**src/rtl/serial_sub_ctrl.sv**
```systemverilog
// Bit-serial subtractor: one full-subtractor step per cycle, LSB first, IDLE/RUN/DONE control.
// Optional SERIAL_SUB_SAT_EN clamps d to zero when the final borrow is set.
module serial_sub_ctrl #(
  parameter int unsigned WIDTH = 8
) (
  input  logic             clk,
  input  logic             rst,
  input  logic             start,
  input  logic [WIDTH-1:0] a,
  input  logic [WIDTH-1:0] b,
  output logic             busy,
  output logic             done,
  output logic [WIDTH-1:0] d,
  output logic             borrow
);

  localparam int unsigned CW = $clog2(WIDTH);

  localparam logic [1:0] IDLE = 2'd0;
  localparam logic [1:0] RUN  = 2'd1;
  localparam logic [1:0] DONE = 2'd2;

  logic [1:0]       state, state_next;
  logic [WIDTH-1:0] a_sr, b_sr, res_sr;
  logic [WIDTH-1:0] res_next_c;
  logic [CW-1:0]    cnt;
  logic             br;
  logic             diff_c, br_next_c, last_c;

  // One full-subtractor step on the current operand LSBs
  always_comb begin
    diff_c     = a_sr[0] ^ b_sr[0] ^ br;
    br_next_c  = (~a_sr[0] & b_sr[0]) | (~(a_sr[0] ^ b_sr[0]) & br);
    res_next_c = WIDTH'({diff_c, res_sr} >> 1);
    last_c     = (cnt == CW'(WIDTH - 1));
  end

  always_comb begin
    state_next = state;
    case (state)
      IDLE:    if (start) state_next = RUN;
      RUN:     if (last_c) state_next = DONE;
      DONE:    state_next = IDLE;
      default: state_next = IDLE;
    endcase
  end

  always_ff @(posedge clk) begin
    if (rst) begin
      state  <= IDLE;
      a_sr   <= '0;
      b_sr   <= '0;
      res_sr <= '0;
      cnt    <= '0;
      br     <= 1'b0;
      busy   <= 1'b0;
      done   <= 1'b0;
      d      <= '0;
      borrow <= 1'b0;
    end else begin
      state <= state_next;
      busy  <= (state_next == RUN);
      done  <= (state_next == DONE);
      case (state)
        IDLE: begin
          if (start) begin
            a_sr <= a;
            b_sr <= b;
            cnt  <= '0;
            br   <= 1'b0;
          end
        end
        RUN: begin
          a_sr   <= a_sr >> 1;
          b_sr   <= b_sr >> 1;
          res_sr <= res_next_c;
          br     <= br_next_c;
          cnt    <= cnt + CW'(1);
          if (last_c) begin
`ifdef SERIAL_SUB_SAT_EN
            d      <= br_next_c ? '0 : res_next_c;
`else
            d      <= res_next_c;
`endif
            borrow <= br_next_c;
          end
        end
        default: ;
      endcase
    end
  end

endmodule
```
**config.mk**
```make
export PLATFORM = sky130hd
export DESIGN_NAME = serial_sub_ctrl
export DESIGN_NICKNAME = d
export VERILOG_FILES = /design/src/rtl/serial_sub_ctrl.sv
export SDC_FILE = /design/constraint.sdc
export NUM_CORES = 1
export LEC_CHECK = 0
export CORE_ASPECT_RATIO = 0.75
export CORE_MARGIN = 1.5
export CORE_UTILIZATION = 30
export CTS_CLUSTER_DIAMETER = 40
export DETAILED_ROUTE_END_ITERATION = 12
export PLACE_DENSITY = 0.55
export SLEW_MARGIN = 25
export SYNTH_ARGS = -nofsm -noshare
export SYNTH_HDL_FRONTEND = slang
export SYNTH_SLANG_ARGS = --single-unit
```
**constraint.sdc**
```tcl
create_clock -name clk -period 1.5 [get_ports clk]
set_input_delay 0.225 -clock clk [delete_from_list [all_inputs] [get_ports clk]]
set_output_delay 0.225 -clock clk [all_outputs]
set_load 0.02 [all_outputs]
```
# [Word level (Yosys, flattened, before mapping)]
# Cells that the tools add are included.
[classes] muxes=11 n_bitwise=7 n_eq_ne=5 n_addsub=1 reduce_logical=4
[op_table] cell="$pmux W8 S2" n=2
[op_table] cell="$mux W8" n=2
[op_table] cell="$pmux W3 S2" n=1
[op_table] cell="$eq A2 B1 Y1 const B" n=2
[op_table] cell="$mux W2" n=2
[op_table] cell="$pmux W2 S2" n=1
[op_table] cell="$reduce_and A2 Y1" n=2
[op_table] cell="$add A3 B1 Y3 const B" n=1
[op_table] cell="$eq A3 B3 Y1 const B" n=1
[op_table] cell="$mux W3" n=1
[op_table] cell="$and A1 B1 Y1" n=2
[op_table] cell="$eq A2 B2 Y1 const B" n=1
[op_table] cell="$logic_not A2 Y1" n=1
[op_table] cell="$ne A2 B2 Y1 const B" n=1
[op_table] cell="$not A1 Y1" n=2
[op_table] cell="$pmux W1 S2" n=1
[op_table] cell="$reduce_bool A2 Y1" n=1
[op_table] cell="$xor A1 B1 Y1" n=2
[op_table] cell="$mux W1" n=1
[op_table] cell="$or A1 B1 Y1" n=1
[totals] register_bits=41 in_bits=19 output_inout_bits=11 word_cells=38

# [Depth between registers and ports, before layout]
[logic_depth] ltp_word=5 mapped_depth=6 ltp_nobuf=5

# [Worst setup path before layout]
# OpenSTA, ideal clock, no wires.
[synth_path] path_kind="register to register" start="reg cnt[0]" end="reg d[7]" slack_ns=0.158 stages_incl_launch_ff=7 setup_time_ns=0.143 synth_period_minus_slack_ns=1.342 arrival_ns=1.199 t_required_ns=1.357 path_buffers=1 path_cell_list="dfxtp_1 -> ha_1 -> ha_1 -> and3b_1 -> buf_4 -> nor2_1 -> a211oi_2"
[synth_between] elab_chain_cells=2
[synth_rtl] item="start: declaration" line_no="26" text="logic [CW-1:0] cnt;"
[synth_rtl] item="start signal: assignment" line_no="78" text="cnt <= cnt + CW'(1);"
[synth_rtl] item="$eq A3 B3 Y1" line_no="35" text="last_c = (cnt == CW'(WIDTH - 1));"
[synth_rtl] item="$reduce_and A2 Y1 (no source line)"
[synth_rtl] item="end signal: assignment" line_no="83" text="d <= res_next_c;"
[synth_rtl] item="end: declaration" line_no="13" text="output logic [WIDTH-1:0] d,"
# Every way passes these cells.
# A chain may end at the register's enable or synchronous reset.

# [Worst setup path in the final report]
[layout_path] start="reg d[0]" end="out d[0]"
# No word-level cell between the ends.

==> flow_summary.yaml <==
run_status:
  status: "finished clean"
detailed_routing:
  vias_per_cell: 4.44
  drt_first_pass_iters: 4
  num_vias: 1220
  drc: 0
  ant_nets: 0
  finalWirelength_um: 3250
  wl_per_cell_um: 11.8
  drt-initial-drc-count: 64
global_route:
  overflow: 0
  antenna_found_initial: 0
  grt_pass1_wl_um: 5380
  grt_max_degree: 41
  grt_pass1_vias: 1111
  track_usage: 0.122
cts:
  clk_pin_slew_ns: 0.08
  htreeDepth: 2
  clkLatencyLatePin_ns: 0.29
  cts.path.max_buffers: 2
  cts_resized: 0
  clockRootBuffer: "clkbuf_8"
  cts.sinks: 40
  cts_setup_buffers: 0
  cts_tree: "yes"
  holdBufCountCts: 0
  numCtsBuffers: 5
critical_path:
  setup.worst_path.end_class: "output pin"
  cp_slowest_stage_delay_ns: 0.60
  arrival_ns: 1.22
  setup.worst_path.start_class: "flip-flop"
  required_ns: 1.27
  crit_type: "flip-flop to output pin"
  path_max_fanout: 2
  crit_chain: "clkdlybuf4s50_1"
  crit_buf_inv: 1
  path_depth: 1
  slowest_stage: "clkdlybuf4s50_1"
  ff2ff_path_depth: 6
  critPathTopFamily: "buffers and inverters"
power:
  p_leak_nw: 0.876
  p_per_area_nw_per_um2: 995
  irDropWorstVdd_uv: 334
  fin_total_pwr_mw: 2.14
cells_and_area:
  drive_gt1_frac: 0.155
  num_antenna_cells: 0
  nets: 221
  fin_cells: 275
  area_delta_synth_final_pct: 30.8
synth:
  synth-edff-count: 0
  seq_area_frac_synth: 0.487
  yosys.area.top_type: "dfxtp_1"
  ys_warn_count: 0
  async_reset_ff_frac: 0
  synthFlopType: "dfxtp_1"
  synth_seq_cells: 40
  yosysMostFrequentCell: "dfxtp_1"
  syn_nets: 188
  syn_avg_cell_area_um2: 9.90
  netlist_instances: 166
  synth_commonest_cells: "dfxtp_1 (40), nand2_1 (28), nor2_1 (24)"
  yosys-top-cells-area: "dfxtp_1 (49%), a211oi_2 (9.1%), mux2i_1 (8.5%)"
  synth.cell_area_um2: 1640
  synth.top_cell.area_share: 0.487
  synth_cell_types: 23
placed_design:
  placed_cells: 267
  io_buffers: 29
  gp_congestion: 0.706
  dp_worst_setup_slack_ns: 0.00624
  hpwl_um: 2210
timing:
  final_max_slew_viol_count: 0
  fin_tns_setup_ns: 0
  clock.fmax_mhz: 691
  rsz0062_at_grt: "false"
  fin_skew_ns: 0.00778
  period_needed_ns: 1.45
  slew_headroom: 0.773
  setup_viol: 0
  holdWs_ns: 0.456
  hold_viol_final: 0
  tightestPinTransition_ns: 0.339
  layout_setup_ws_ns: 0.0519
  period_share: 0.965
floorplanning:
  start_util: 0.309
  die_y_um: 67.1
  core.rowCount: 23
  pin_count: 30
  coreArea_um2: 5320
  die_w_um: 88.5
  die_area_um2: 5940
worst_hold_path:
  holdPathStages: 2
  hold_class: "flip-flop to flip-flop"
flow_run:
  drv_cap: 0
-- through the flow --
stage | cell area, um2 | utilization
finish | 2150 | 0.404
global route | 2150 | 0.404
CTS | 2140 | 0.402
detailed placement | 2050 | 0.384
global placement | 2050 | 0.384
floorplan | 1640 | -
-- layout make-up --
type	instances	area, um2
clock buffers	6	82.6
clock inverters	2	10.0
fillers	546	3170
inverters	1	3.75
multi-input cells	114	759
flip-flops and latches	40	801
well taps	75	93.8
repair buffers	37	400
-- cells in the final DEF (no fill, tap or decap) --
cell type,n
a211oi_1,7
a211oi_2,12
a21oi_1,14
a22oi_1,5
and2b_1,1
and3b_1,1
buf_12,3
buf_4,5
clkbuf_8,6
clkdlybuf4s50_1,24
clkinv_2,2
dfxtp_1,40
dlymetal6s2s_1,5
fa_1,1
ha_1,2
inv_1,1
mux2i_1,14
nand2_1,28
nand2b_1,1
nand3b_2,1
nor2_1,24
nor3b_1,1
o21ba_4,1
o21bai_2,1
-- kinds of logic after synthesis --
group / count (synthesis) / share of synthesized area
compound gates: 40 / 0.205
fa+ha+maj: 3 / 0.0274
buf+inv: 12 / 0.0510
flops: 40 / 0.487
mux: 14 / 0.0852
simple gates: 57 / 0.144
-- metal layers --
layer  GRT usage  vias up  wire length (um)
li1            -      640                 -
met1       0.182      542              1760
met2       0.156       32              1270
met3      0.0372        6               167
met4      0.0527        0                51
met5           0        -                 0
-- power breakdown --
part           switching (mW)  internal (mW)
Sequential             0.0304           1.11
Clock                   0.363          0.367
Combinational           0.129          0.140
Total                   0.523           1.62
-- registers in the layout, indices dropped and copies added (netlist names) --
name / count
a_sr: 8
b_sr: 8
borrow: 1
br: 1
busy: 1
cnt: 3
d: 8
done: 1
res_sr: 7
state: 2
-- final timing paths --
path	start	to	slack (ns)
setup / recovery	d[0]$_SDFFE_PP0P_	d[0]	0.05
hold / removal	d[0]$_SDFFE_PP0P_	d[0]$_SDFFE_PP0P_	0.46
setup reg to reg	cnt[0]$_SDFFE_PP0P_	d[7]$_SDFFE_PP0P_	0.12
hold reg to reg	d[0]$_SDFFE_PP0P_	d[0]$_SDFFE_PP0P_	0.46
Note: power is estimated with default switching activity, not from simulation.
